### src/rtl/vga_pkg.sv
// Shared VGA definitions: visible-area and channel defaults, pixel/command types and the
// rectangle-fill FSM state enum.
package vga_pkg;

    localparam int H_VISIBLE_AREA_DEF = 320;
    localparam int V_VISIBLE_AREA_DEF = 240;
    localparam int RED_WIDTH_DEF      = 4;
    localparam int GREEN_WIDTH_DEF    = 4;
    localparam int BLUE_WIDTH_DEF     = 4;
    localparam int COORD_WIDTH_DEF    = 16;

    typedef struct packed {
        logic [RED_WIDTH_DEF-1:0]   red;
        logic [GREEN_WIDTH_DEF-1:0] green;
        logic [BLUE_WIDTH_DEF-1:0]  blue;
    } pixel_t;

    typedef struct packed {
        logic [COORD_WIDTH_DEF-1:0] x;
        logic [COORD_WIDTH_DEF-1:0] y;
        logic [COORD_WIDTH_DEF-1:0] w;
        logic [COORD_WIDTH_DEF-1:0] h;
        pixel_t                     color;
    } rect_cmd_t;

    typedef enum logic [1:0] {
        IDLE  = 2'd0,
        SETUP = 2'd1,
        FILL  = 2'd2,
        DONE  = 2'd3
    } rect_state_t;

endpackage

### src/rtl/rect_scan.sv
// Column-major scan of a clipped rectangle: y inner, x outer, with an incrementing
// frame-buffer address that jumps to the next column's top at each column end.
module rect_scan #(
    parameter int V_VISIBLE_AREA = 240,
    parameter int COORD_WIDTH    = 16,
    parameter int ADDR_WIDTH     = 32
) (
    input  logic                  clk,
    input  logic                  reset,
    input  logic                  start,
    input  logic                  advance,
    input  logic [COORD_WIDTH:0]  w_eff,
    input  logic [COORD_WIDTH:0]  h_eff,
    input  logic [ADDR_WIDTH-1:0] start_addr,
    output logic [ADDR_WIDTH-1:0] addr,
    output logic                  last
);
    import vga_pkg::*;

    logic [COORD_WIDTH:0]  x_left;
    logic [COORD_WIDTH:0]  y_left;
    logic [COORD_WIDTH:0]  y_reload;
    logic [ADDR_WIDTH-1:0] col_jump;

    // Down-counters of remaining columns / rows; terminal count on both marks the last pixel.
    always_ff @(posedge clk) begin
        if (reset) begin
            x_left   <= '0;
            y_left   <= '0;
            y_reload <= '0;
            col_jump <= '0;
            addr     <= '0;
        end else if (start) begin
            x_left   <= w_eff - (COORD_WIDTH+1)'(1);
            y_left   <= h_eff - (COORD_WIDTH+1)'(1);
            y_reload <= h_eff - (COORD_WIDTH+1)'(1);
            col_jump <= ADDR_WIDTH'(V_VISIBLE_AREA) - ADDR_WIDTH'(h_eff) + ADDR_WIDTH'(1);
            addr     <= start_addr;
        end else if (advance) begin
            if (y_left == '0) begin
                y_left <= y_reload;
                x_left <= x_left - (COORD_WIDTH+1)'(1);
                addr   <= addr + col_jump;
            end else begin
                y_left <= y_left - (COORD_WIDTH+1)'(1);
                addr   <= addr + ADDR_WIDTH'(1);
            end
        end
    end

    assign last = (x_left == '0) && (y_left == '0);

endmodule

### src/rtl/rect_fill.sv
// Rectangle fill engine: one command at a time, one frame-buffer write per cycle.
// Define RECT_FILL_CLIP_EN to clip at the visible area; otherwise out-of-bounds commands are rejected.
//
//   state | meaning
//   IDLE  | cmd_ready high, latch command on cmd_valid
//   SETUP | compute clipped bounds and start address
//   FILL  | one pixel write per cycle until the last pixel
//   DONE  | pulse done (and error for a rejected command)
module rect_fill
    import vga_pkg::*;
#(
    parameter int H_VISIBLE_AREA = H_VISIBLE_AREA_DEF,
    parameter int V_VISIBLE_AREA = V_VISIBLE_AREA_DEF,
    parameter int RED_WIDTH      = RED_WIDTH_DEF,
    parameter int GREEN_WIDTH    = GREEN_WIDTH_DEF,
    parameter int BLUE_WIDTH     = BLUE_WIDTH_DEF,
    parameter int COORD_WIDTH    = COORD_WIDTH_DEF,
    parameter int ADDR_WIDTH     = 32,
    parameter int PIXEL_WIDTH    = RED_WIDTH + GREEN_WIDTH + BLUE_WIDTH
) (
    input  logic                   clk,
    input  logic                   reset,
    input  logic                   cmd_valid,
    output logic                   cmd_ready,
    input  logic [COORD_WIDTH-1:0] cmd_x,
    input  logic [COORD_WIDTH-1:0] cmd_y,
    input  logic [COORD_WIDTH-1:0] cmd_w,
    input  logic [COORD_WIDTH-1:0] cmd_h,
    input  logic [PIXEL_WIDTH-1:0] cmd_color,
    output logic                   write_enable,
    output logic [ADDR_WIDTH-1:0]  write_addr,
    output logic [PIXEL_WIDTH-1:0] pixel_in,
    output logic                   busy,
    output logic                   done,
    output logic                   error
);
    localparam int CW1 = COORD_WIDTH + 1;
    localparam logic [CW1-1:0] H_LIM = CW1'(H_VISIBLE_AREA);
    localparam logic [CW1-1:0] V_LIM = CW1'(V_VISIBLE_AREA);

    rect_state_t state, state_nxt;

    logic [COORD_WIDTH-1:0] x_q, y_q, w_q, h_q;
    logic [PIXEL_WIDTH-1:0] color_q;
    logic                   reject_q;

    logic [CW1-1:0]        x_ext, y_ext, x_sum, y_sum, x_end, y_end, w_eff, h_eff;
    logic [ADDR_WIDTH-1:0] start_addr;
    logic                  empty, reject, fill_go, scan_start, scan_advance, scan_last;

    // Bounds are one bit wider than the coordinates so x + w cannot wrap.
    assign x_ext = {1'b0, x_q};
    assign y_ext = {1'b0, y_q};
    assign x_sum = x_ext + {1'b0, w_q};
    assign y_sum = y_ext + {1'b0, h_q};
    assign x_end = (x_sum > H_LIM) ? H_LIM : x_sum;
    assign y_end = (y_sum > V_LIM) ? V_LIM : y_sum;
    assign w_eff = x_end - x_ext;
    assign h_eff = y_end - y_ext;
    assign empty = (w_q == '0) || (h_q == '0) || (x_ext >= H_LIM) || (y_ext >= V_LIM);
`ifdef RECT_FILL_CLIP_EN
    assign reject = 1'b0;
`else
    assign reject = (x_sum > H_LIM) || (y_sum > V_LIM);
`endif
    assign fill_go    = !empty && !reject;
    assign start_addr = ADDR_WIDTH'(x_q) * ADDR_WIDTH'(V_VISIBLE_AREA) + ADDR_WIDTH'(y_q);

    assign scan_start   = (state == SETUP) && fill_go;
    assign scan_advance = (state == FILL) && !scan_last;

    always_ff @(posedge clk) begin
        if (reset) state <= IDLE;
        else       state <= state_nxt;
    end

    always_comb begin
        state_nxt = state;
        case (state)
            IDLE:    if (cmd_valid) state_nxt = SETUP;
            SETUP:   state_nxt = fill_go ? FILL : DONE;
            FILL:    if (scan_last) state_nxt = DONE;
            DONE:    state_nxt = IDLE;
            default: state_nxt = IDLE;
        endcase
    end

    always_comb begin
        cmd_ready    = (state == IDLE);
        busy         = (state != IDLE);
        write_enable = (state == FILL);
        done         = (state == DONE);
`ifdef RECT_FILL_CLIP_EN
        error        = 1'b0;
`else
        error        = (state == DONE) && reject_q;
`endif
    end

    // pixel_in only moves when a fill starts, so it holds across idle and rejected commands.
    always_ff @(posedge clk) begin
        if (reset) begin
            x_q      <= '0;
            y_q      <= '0;
            w_q      <= '0;
            h_q      <= '0;
            color_q  <= '0;
            reject_q <= 1'b0;
            pixel_in <= '0;
        end else begin
            if (state == IDLE && cmd_valid) begin
                x_q     <= cmd_x;
                y_q     <= cmd_y;
                w_q     <= cmd_w;
                h_q     <= cmd_h;
                color_q <= cmd_color;
            end
            if (state == SETUP) reject_q <= reject;
            if (scan_start)     pixel_in <= color_q;
        end
    end

    rect_scan #(
        .V_VISIBLE_AREA (V_VISIBLE_AREA),
        .COORD_WIDTH    (COORD_WIDTH),
        .ADDR_WIDTH     (ADDR_WIDTH)
    ) u_scan (
        .clk        (clk),
        .reset      (reset),
        .start      (scan_start),
        .advance    (scan_advance),
        .w_eff      (w_eff),
        .h_eff      (h_eff),
        .start_addr (start_addr),
        .addr       (write_addr),
        .last       (scan_last)
    );

endmodule

### config.mk
export PLATFORM = sky130hd
export DESIGN_NAME = rect_fill
export DESIGN_NICKNAME = d
export VERILOG_FILES = /design/src/rtl/vga_pkg.sv /design/src/rtl/rect_scan.sv /design/src/rtl/rect_fill.sv
export SDC_FILE = /design/constraint.sdc
export NUM_CORES = 1
export LEC_CHECK = 0
export CORE_MARGIN = 2
export CORE_UTILIZATION = 40
export DETAILED_ROUTE_END_ITERATION = 7
export PLACE_DENSITY_LB_ADDON = 0.2
export SLEW_MARGIN = 5
export SYNTH_ARGS = -nofsm -noshare
export SYNTH_HDL_FRONTEND = slang
export SYNTH_SLANG_ARGS = --single-unit
### constraint.sdc
create_clock -name clk -period 17.6 [get_ports clk]
set_input_delay 4.4 -clock clk [delete_from_list [all_inputs] [get_ports clk]]
set_output_delay 4.4 -clock clk [all_outputs]
set_load 0.02 [all_outputs]
=== Yosys cells after proc, flatten, opt, wreduce, memory -nomap -nowiden ===
Cells that the tools add are included.

* Word-level logic and storage cells: 74
* ROM bits: 0
* Output and inout port bits: 49
* RAM bits: 0
* Bits of input ports: 79
* Register bits after elaboration: 206
* Memories kept: 0
* Bits in latches: 0

* $mul: 1
* Eq/ne operators: 5
* Shift-type cells: 0
* $add $sub $neg: 13
* Magnitude comparators: 4
* Multiplexer cells: 15
* Reduce and logical (&&, ||, !) cells: 23
* Bitwise gates (word level): 0
* Divide/modulo/power cells: 0

{| class="wikitable"
|+ Operator list
! cell !! number
|-
| $mux W17 || 8
|-
| $mux W32 || 3
|-
| $sub A17 B1 Y17 const B || 4
|-
| $add A32 B1 Y32 const B || 2
|-
| $add A16 B16 Y17 || 2
|-
| $logic_not A17 Y1 || 2
|-
| $sub A17 B16 Y17 || 2
|-
| $add A32 B32 Y32 || 1
|-
| $logic_not A16 Y1 || 2
|-
| $add A24 B16 Y25 || 1
|-
| $mul A16 B4 Y20 const B || 1
|-
| $sub A8 B17 Y18 const A || 1
|-
| $gt A17 B8 Y1 const B || 1
|-
| $gt A17 B9 Y1 const B || 1
|-
| $ge A16 B8 Y1 const B || 1
|-
| $ge A16 B9 Y1 const B || 1
|-
| $pmux W2 S4 || 1
|-
| $logic_and A1 B1 Y1 || 6
|-
| $reduce_bool A2 Y1 || 3
|-
| $eq A2 B2 Y1 const B || 2
|-
| $logic_or A1 B1 Y1 || 4
|-
| $mux W2 || 2
|-
| $reduce_and A2 Y1 || 2
|-
| $logic_not A1 Y1 || 3
|-
| 5 further kinds || 5
|}

=== Depth between registers and ports, before layout ===
Gate-level depths: netlist of the first run.

* Word-level depth: 9
* Gate-level depth with buffers: 31
* Gate-level depth less buffers: 30

=== By module ===
Synthesis of the first run repeated with hierarchy kept, for this count alone.

* Cells, all modules: 2184
* Area, all modules: 16849.9 um^2

{| class="wikitable"
|+ By module, submodules not included
! module !! seq. area each (um^2) !! cells each !! area each (um^2) !! instances
|-
| rect_fill || 1821.7 || 1192 || 9288.9 || 1
|-
| rect_scan || 2021.9 || 992 || 7561.0 || 1
|}

=== Worst setup path after synthesis of the first run ===
No wires, ideal clock.

* Path type: register -> register
* From: reg y_q[0]
* To: reg u_scan.col_jump[16]
* Clock period less this slack: 6.897 ns
* Path slack: 10.703 ns
* Library setup time: 0.091 ns
* Arrival: 6.806 ns
* Buffers on the path: 3
* Stages on the path, launching flop included: 29
* Data required time: 17.509 ns
* Cells stage by stage: dfxtp_1 > ha_1 > fa_1 > a211oi_1 > o211ai_1 > a31o_1 > or3_1 > o2111a_1 > or2_2 > clkbuf_1 > nor3_4 > inv_1 > nor2_1 > ha_1 > clkbuf_1 > a21oi_1 > o21bai_1 > a31o_2 > a221o_1 > a2111o_1 > and3_1 > clkbuf_1 > and2_1 > mux2i_1 > a211oi_1 > xnor2_1 > nand3_1 > or3_1 > a311oi_1

* Longest elaborated chain between the ends: 6
* Elaborated cells between the ends (all ways): 13
* Those cells by class: add/sub (4); order compare (2); mux (1); reduce/logical (6)

{| class="wikitable"
|+ Ends and longest elaborated chain
! what !! line !! text
|-
| from (decl) || rect_fill.sv:43 || <nowiki>logic [COORD_WIDTH-1:0] x_q, y_q, w_q, h_q;</nowiki>
|-
| from (signal assigned) || rect_fill.sv:113 || <nowiki>y_q <= cmd_y;</nowiki>
|-
| $add A16 B16 Y17 || rect_fill.sv:55 || <nowiki>assign y_sum = y_ext + {1'b0, h_q};</nowiki>
|-
| $gt A17 B8 Y1 || rect_fill.sv:57, rect_fill.sv:64 ||
|-
| $mux W17 / $logic_or A1 B1 Y1 (equally long branches) || rect_fill.sv:57, rect_fill.sv:64 ||
|-
| $sub A17 B16 Y17 / $logic_not A1 Y1 (equally long branches) || rect_fill.sv:59, rect_fill.sv:66 ||
|-
| $sub A8 B17 Y18 / $logic_and A1 B1 Y1 (equally long branches) || rect_scan.sv:37, rect_fill.sv:66 ||
|-
| $add A32 B1 Y32 / $logic_and A1 B1 Y1 (equally long branches) || rect_scan.sv:37, rect_fill.sv:69 ||
|-
| to (signal assigned) || rect_scan.sv:37 || <nowiki>col_jump <= ADDR_WIDTH'(V_VISIBLE_AREA) - ADDR_WIDTH'(h_eff) + ADDR_WIDTH'(1);</nowiki>
|-
| to (decl) || rect_scan.sv:23 || <nowiki>logic [ADDR_WIDTH-1:0] col_jump;</nowiki>
|}

Several ways; a longest one is shown, not always the timed one.
A chain may end at the register's enable or synchronous reset.

=== Final worst setup path of the first run ===
* From: reg y_q[0]
* To: reg u_scan.col_jump[19]

The elaborated chain is that of the path after synthesis.

==> impl_metrics.yaml, run 1 <==
synth:
  synth-seq-area-share_pct: 25.5
  async_flop_share_pct: 0
  synth_top_area_share_pct: 25.5
  synthFlopType: "dfxtp_1"
  yosysTopAreaCell: "dfxtp_1"
  synth.area.top_cells: "dfxtp_1, ha_1, nand2_1, a21oi_1, xnor2_1"
  syn_inst: 2093
  avgSynthCellArea_um2: 7.69
  yosysUniqueCellTypes: 80
  ys_seq_elements: 205
  synth_edf_count: 0
  syn-cell-area_um2: 16100
  ys_warn_count: 0
detailed_routing:
  drc_errors: 0
  firstDrtPassIters: 5
  wl_per_cell_um: 17.1
  finalWirelength_um: 46600
  drtAntennaViolNets: 0
  initialDrtViolationCount: 891
  vias: 14900
  vias_per_cell: 5.47
critical_path:
  cp.required_ps: 18000
  startpoint: "y_q[0]"
  critPathKind: "reg2reg"
  cp-end-kind: "flip-flop"
  cp-start-kind: "flip-flop"
  arrival_ps: 8270
  cp_max_fo: 10
  timing.rr.start: "y_q[0]"
cells_and_area:
  antenna_cells: 0
  layout.cells.non_filler: 2727
  seq_area_um2: 4100
  multiInputGateArea_um2: 11300
  synthToLayoutAreaGrowth_pct: 15.9
  drive_above_1_share_pct: 4.09
  final_common_cell: "nand2_1"
  final_cell_mix: "nand2_1, a21oi_1, dfxtp_1"
  nets: 2447
  fillers: 3972
  fin_area_um2: 18700
floorplanning:
  coreArea_um2: 39700
  initial_utilization_pct: 40.5
  die_area_um2: 41900
  die_h_um: 205
  die_w_um: 205
  io_pins: 128
  rows: 73
place:
  placed_cell_area_um2: 17800
  io_buffers: 127
  dp.cells: 2682
  place_hpwl_um: 35800
  place.gp.congestion: 0.888
grt:
  grt.overflow.total: 0
  antenna_found_initial: 1
  first_global_vias: 14600
  grt_pass1_wl_um: 76200
  grt.total_usage_pct: 22.3
  grt_max_degree: 97
clock_tree:
  cts.reportedPaths.clkPinSlew_ps: 60
  htreeDepth: 1
  clock_path_buffers: 3
  clock_latency_ps: 540
  cts_tree: "done"
  ctsHoldBuffers: 0
  postCtsSetupBuffers: 0
  root_buffer: "clkbuf_16"
  cts_made_buffers: 25
  ctsResizeCount: 0
  cts.sinks: 205
sta:
  tns_ps: 0
  fin_skew_ps: 12.8
  rsz0062_at_grt: "false"
  finalSetupViolations: 0
  fin_crit_ps: 7880
  slew_headroom_pct: 21.9
  clock.fmax_mhz: 127
  hold_viol: 0
  worst_pin_slew_ps: 1170
  drv_slew: 0
  final.period_utilization_pct: 44.8
power:
  leakage_nw: 7.57
  ir_worst_vdd_v: 0.000170
  powerDensity_nw_per_um2: 165
hold_path:
  min_from: "u_scan.col_jump[25]"
  hp-class: "reg2reg"
flow_run:
  maxCapViolCount: 0
status:
  status: "finished clean"
flip-flops by register name, summed over array words and instances (netlist names), 16 cells and up:
register / flops
u_scan.y_left: 17
y_q: 16
w_q: 16
u_scan.col_jump: 31
x_q: 16
u_scan.x_left: 17
h_q: 16
u_scan.y_reload: 17
u_scan.addr: 32
layout make-up:
type / instances / area share, %
well taps: 525 / 3.52
flip-flops and latches: 205 / 22.0
repair buffers: 138 / 7.25
clock inverters: 8 / 0.275
clock buffers: 37 / 4.03
inverters: 114 / 2.29
multi-input cells: 1700 / 60.6
critical path, stage by stage (launching register included):
cell       delay (ps)
dfxtp_1           360
ha_1              240
fa_1              430
a211oi_1          360
o21ai_1           140
xnor2_1           210
a2111oi_0         110
a211o_1           340
or4_1             630
nor3_4            400
inv_1             170
nor2_1            120
ha_1              350
a21oi_1           330
o21bai_1          130
a31o_2            280
a221o_1           350
xor2_1            600
nor2b_1           120
and2_1            190
mux2i_1           480
a211oi_1          160
xnor2_1           280
nand3_1           200
o31ai_2           660
nand2_1           100
layer usage:
metal	up-vias	GRT usage, %	part of all wire [%]
met5	-	0	0.019
met4	2	7.40	3.2
met3	79	3.72	4.7
met2	288	36.5	44
met1	6987	29.8	48
li1	7559	-	-
power breakdown:
part           total [mW]  internal (mW)  switching [mW]  leakage [nW]
Combinational        1.96          0.687            1.27          5.52
Sequential          0.620          0.535          0.0856          1.66
Clock               0.504          0.294           0.210         0.391
Total                3.08           1.52            1.57          7.57
stage by stage:
| step | hold WS (ps) | power, mW | setup slack [ps] | utilization (%) |
|---|---|---|---|---|
| after global placement | 420 | 2.56 | 9980 | 44.9 |
| after floorplan | 407 | 2.02 | 10700 | - |
| after global routing | 465 | 3.37 | 8980 | 46.9 |
| after detailed placement | 427 | 2.58 | 9800 | 44.9 |
| final | 439 | 3.08 | 9720 | 46.9 |
| after CTS | 437 | 3.10 | 9780 | 46.9 |
cell families after synthesis:
group	after synthesis	share of synthesized area, %
flip-flops	205	25.5
multiplexers	19	1.20
AO/OA/AOI/OAI	579	23.1
AND/OR/NAND/NOR	762	21.7
buffers and inverters	202	4.78
other	1	0.0233
adder cells (fa/ha/maj)	184	15.9
XOR/XNOR	141	7.77
final timing paths:
path | endpoint | depth (start not counted) | slack (ps)
worst min register to register | u_scan.col_jump[25] | 2 | 440
worst min-delay path | u_scan.col_jump[25] | 2 | 440
worst max register to register | u_scan.col_jump[19] | 25 | 9720
worst max-delay path | u_scan.col_jump[19] | 25 | 9720
synthesized netlist by cell type (all sizes together), types with 8 or more instances:
cell type,n
nand2,332
a21oi,233
dfxtp,205
nor2,163
ha,149
inv,114
xnor2,90
a211oi,79
clkbuf,75
o21ai,64
xor2,51
nor3,50
a21o,42
and2,42
fa,35
nand3,34
nor4,26
o21bai,26
nand4,20
or3,19
o211ai,17
mux2i,16
o21a,15
nand2b,14
o31ai,14
buf,13
a21boi,12
nor2b,12
or2,11
a31oi,9
and3,9
a2111oi,8
nor3b,8
o22ai,8
or4,8
Note: power is estimated with default switching activity, not from simulation.
==> inputs of run 2 (changes only) <==
Clock period 17.6 ns to 7.51 ns, I/O delays scaled along.
==> impl_metrics.yaml, run 2 (synthesis gave the netlist of run 1 again) <==
sta:
  tns_ps: 0
  finalSetupViolations: 0
  fin_skew_ps: 13.1
  rsz0062_at_grt: "false"
  fin_crit_ps: 7080
  hold_viol: 0
  worst_pin_slew_ps: 1070
  slew_headroom_pct: 28.9
  final.period_utilization_pct: 94.2
  clock.fmax_mhz: 141
  drv_slew: 0
  setup_ws_ps: 434
clock_tree:
  cts.reportedPaths.clkPinSlew_ps: 60
  ctsResizeCount: 0
  cts_made_buffers: 26
  root_buffer: "clkbuf_16"
  ctsHoldBuffers: 0
  clock_path_buffers: 3
  cts_tree: "done"
  cts.sinks: 205
  clock_latency_ps: 560
  htreeDepth: 1
  postCtsSetupBuffers: 0
cells_and_area:
  regMostFlops: "u_scan.addr"
  synthToLayoutAreaGrowth_pct: 17.3
  final_common_cell: "nand2_1"
  final_cell_mix: "nand2_1, a21oi_1, dfxtp_1"
  fin_util_pct: 47.5
  reg_top3: "u_scan.addr: 32 flops, u_scan.col_jump: 31 flops"
  antenna_cells: 0
  drive_above_1_share_pct: 5.23
  nets: 2463
  largest_reg_flops: 32
detailed_routing:
  initialDrtViolationCount: 936
  met2_length_um: 21100
  wl_met3_um: 2250
  vias: 14900
  drc_errors: 0
  firstDrtPassIters: 5
  routed.top_layer: "met4"
  finalWirelength_um: 46800
  vias_per_cell: 5.43
  drtAntennaViolNets: 0
  wl_per_cell_um: 17.1
  met1_length_um: 22400
power:
  clockPowerShare_pct: 17.2
  finalPower_mw: 7.40
  switchingPower_mw: 3.73
  p_sw_share_pct: 50.4
  ir_worst_vdd_v: 0.000390
  powerDensity_nw_per_um2: 392
  power_frac_comb_pct: 63.2
  intPower_mw: 3.67
  leakage_nw: 7.69
  pwr-share-seq_pct: 19.6
grt:
  grt_pass1_wl_um: 76300
  antenna_found_initial: 0
  first_global_vias: 14600
  grt.total_usage_pct: 22.4
  grt_max_degree: 98
  grt.overflow.total: 0
status:
  status: "finished clean"
place:
  place_hpwl_um: 36000
  place.gp.congestion: 0.887
  io_buffers: 127
  dp_slack_ps: 152
critical_path:
  ff2ff_setup_slack_ps: 430
  cp-start-kind: "flip-flop"
  cp.required_ps: 7960
  critPathKind: "reg2reg"
  arrival_ps: 7530
  cp_max_fo: 8
  cp-end-kind: "flip-flop"
  ff2ff_path_depth: 25
floorplanning:
  initial_utilization_pct: 40.5
  die_w_um: 205
  coreArea_um2: 39700
  rows: 73
  io_pins: 128
  die_h_um: 205
  die_area_um2: 41900
hold_path:
  hp-class: "reg2reg"
  hold_path_depth: 2
flow_run:
  maxCapViolCount: 0
[run 2: changes by cell type in the layout (fill, tap and decap cells not counted), sizes merged]
| cell | previous run | this run |
|---|---|---|
| buf | 12 | 27 |
| bufinv | 0 | 1 |
| clkbuf | 37 | 40 |
| clkinv | 4 | 5 |
| clkinvlp | 3 | 1 |
| inv | 115 | 114 |
[run 2: critical path: stages, from the launching register on]
cell      delay, ps
dfxtp_1         370
ha_1            250
fa_1            430
a211oi_1        330
o211ai_1        200
a31o_1          270
or3_1           360
o2111a_1        160
or2_2           350
nor3_4          290
and2_1          170
ha_1            260
a21o_1          210
a21oi_2         210
o21bai_1        110
a31o_2          280
a21oi_2         260
xnor2_2         220
or4_1           180
nor2_1           40
nor4_1          310
nand4_1         130
a211o_1         350
or4_4           590
or3_1           370
a311oi_1        270
[run 2: layout make-up]
cell class	count	area, um^2
clock buffers	40	805
clock inverters	7	66.3
fillers	3957	20900
inverters	114	428
multi-input cells	1700	11400
flip-flops and latches	205	4100
well taps	525	657
repair buffers	153	1460
[run 2: final timing paths]
check                                           end           startpoint
worst min-delay path            u_scan.col_jump[29]  u_scan.col_jump[29]
worst min register to register  u_scan.col_jump[29]  u_scan.col_jump[29]
worst max-delay path            u_scan.col_jump[16]               y_q[0]
worst max register to register  u_scan.col_jump[16]               y_q[0]
[run 2: routing by layer]
metal / vias to the layer above / track usage [%]
li1: 7588 / -
met1: 6954 / 30.6
met2: 298 / 36.8
met3: 61 / 3.31
met4: 0 / 5.87
met5: - / 0
[run 2: per-stage QoR]
stage	hold slack [ps]	instance area [um^2]	std cells
after global routing	457	18900	2744
after detailed placement	423	18000	2697
after floorplan	407	16100	2107
final	432	18900	2744
after CTS	434	18800	2744
after global placement	419	18000	2697
[run 2: power groups by stage]
stage	Combinational [mW]	Clock (mW)	Sequential [mW]
after floorplan	3.32	0	1.42
after global placement	4.59	0	1.47
after detailed placement	4.62	0	1.47
after CTS	4.66	1.30	1.45
after global routing	5.22	1.34	1.47
final	4.67	1.27	1.45
==> inputs of run 3 (changes only) <==
Settings changed: GPL_ROUTABILITY_DRIVEN set to 0.
==> impl_metrics.yaml, run 3 (synthesis gave the netlist of run 1 again) <==
status:
  status: "finished clean"
critical_path:
  reg2reg_to: "u_scan.col_jump[16]"
  cp_max_fo: 10
  cp.required_ps: 7960
  timing.rr.start: "y_q[13]"
  slowest_stage: "or4_4"
  cp_top_family: "simple AND/OR/NAND/NOR gates"
  cp_cell_sequence: "ha_2, nand2_1, a221oi_1, o2111ai_1, or4b_1, a211o_1, or4_4, nor3_4, inv_1, nor2_1, ha_1, a21oi_2, o21bai_1, a31o_2, a21oi_2, xnor2_2, or4_1, nor2_1, nor4_1, nand4_1, a211o_1, or4_4, or3_1, a311oi_1"
  cp_num_cells: 24
  critPathKind: "reg2reg"
  ff2ff_path_depth: 24
  ff2ff_setup_slack_ps: 480
  critical_path_buf_inv_count: 1
  slowest_delay_ps: 580
  cp-start-kind: "flip-flop"
  cp-end-kind: "flip-flop"
  arrival_ps: 7480
clock_tree:
  htreeDepth: 1
  cts.reportedPaths.clkPinSlew_ps: 60
  clock_path_buffers: 3
  cts_tree: "done"
  ctsHoldBuffers: 0
  root_buffer: "clkbuf_16"
  clock_latency_ps: 540
  postCtsSetupBuffers: 0
  cts.sinks: 205
  cts_made_buffers: 25
flow_run:
  maxCapViolCount: 0
sta:
  clock.fmax_mhz: 142
  fin_hold_ws_ps: 433
  setup_ws_ps: 481
  rsz0062_at_grt: "false"
  fin_skew_ps: 10.8
  finalSetupViolations: 0
  worst_pin_slew_ps: 921
  fin_crit_ps: 7030
  tns_ps: 0
  final.period_utilization_pct: 93.6
  hold_viol: 0
  slew_headroom_pct: 38.5
  drv_slew: 0
power:
  finalPower_mw: 7.30
  powerDensity_nw_per_um2: 389
  leakage_nw: 7.63
  ir_worst_vdd_v: 0.000311
grt:
  met1_usage_pct: 28.6
  grt.overflow.total: 0
  antenna_found_initial: 0
  top_usage_layer: "met2"
  first_global_vias: 14600
  grt_pass1_wl_um: 74300
  grt_util_met3_pct: 3.79
  grt_max_degree: 78
  use_met2_pct: 35.7
  grt.total_usage_pct: 21.7
cells_and_area:
  regMostFlops: "u_scan.addr"
  largest_reg_flops: 32
  fin_util_pct: 47.2
  synthToLayoutAreaGrowth_pct: 16.6
  nets: 2458
  antenna_cells: 0
  reg_top3: "u_scan.addr: 32 flops, u_scan.col_jump: 31 flops"
  drive_above_1_share_pct: 4.93
  final_cell_mix: "nand2_1, a21oi_1, dfxtp_1"
  final_common_cell: "nand2_1"
floorplanning:
  io_pins: 128
  die_h_um: 205
  coreArea_um2: 39700
  die_area_um2: 41900
  die_w_um: 205
  initial_utilization_pct: 40.5
  rows: 73
detailed_routing:
  wl_per_cell_um: 16.7
  vias: 14900
  finalWirelength_um: 45700
  firstDrtPassIters: 5
  drtAntennaViolNets: 0
  vias_per_cell: 5.46
  initialDrtViolationCount: 935
  drc_errors: 0
hold_path:
  holdPathEnd: "u_scan.col_jump[29]"
  hp-class: "reg2reg"
  min_from: "u_scan.col_jump[29]"
  hold_path_depth: 2
place:
  dp_slack_ps: 165
  place_hpwl_um: 35300
  io_buffers: 127
-- run 3: cell count changes in the layout (fill, tap and decap cells not counted), sizes merged --
cell    previous run  this run
buf               27        23
bufinv             1         2
clkinv             5         7
clkbuf            40        32
-- run 3: where the power goes --
part | switching (mW) | total (mW) | internal [mW]
registers | 0.198 | 1.45 | 1.25
clock network | 0.477 | 1.19 | 0.712
logic | 3.02 | 4.66 | 1.64
-- run 3: worst max-delay path by stage --
stage	end	from
after detailed placement	u_scan.col_jump[16]	y_q[13]
after floorplan	u_scan.col_jump[16]	y_q[0]
after global placement	u_scan.col_jump[16]	y_q[13]
final	u_scan.col_jump[16]	y_q[13]
after CTS	u_scan.col_jump[16]	y_q[13]
after global routing	u_scan.x_left[15]	x_q[0]
-- run 3: per-layer routing --
metal  share of wire [%]  vias to the layer above
met1                  46                     6943
met5                   0                        -
met4                 3.1                        0
met2                  45                      335
met3                 5.7                       82
li1                    -                     7575
-- run 3: final cells by class --
class                   instances  area, um^2
clock buffers                  32         692
clock inverters                10         106
inverters                     114         428
well taps                     525         657
flip-flops and latches        205        4100
fillers                      4025       21000
multi-input cells            1700       11400
repair buffers                149        1430
-- run 3: per-stage QoR --
stage / std cells / cell area, um^2
3_5_place_dp: 2693 / 17900
5_1_grt: 2735 / 18800
4_1_cts: 2735 / 18700
6_report: 2735 / 18800
3_3_place_gp: 2693 / 17900
2_1_floorplan: 2107 / 16100
-- run 3: timing repair --
| item | CTS | global route |
|---|---|---|
| hold endpoints to repair | 0 | 0 |
| endpoints found under the setup margin | 0 | 20 |
| resized for setup | 0 | 9 |
-- run 3: worst min-delay path, stage by stage (launching register included) --
cell     delay (ps)
dfxtp_1         300
nand2_1          50
nand2_1          40
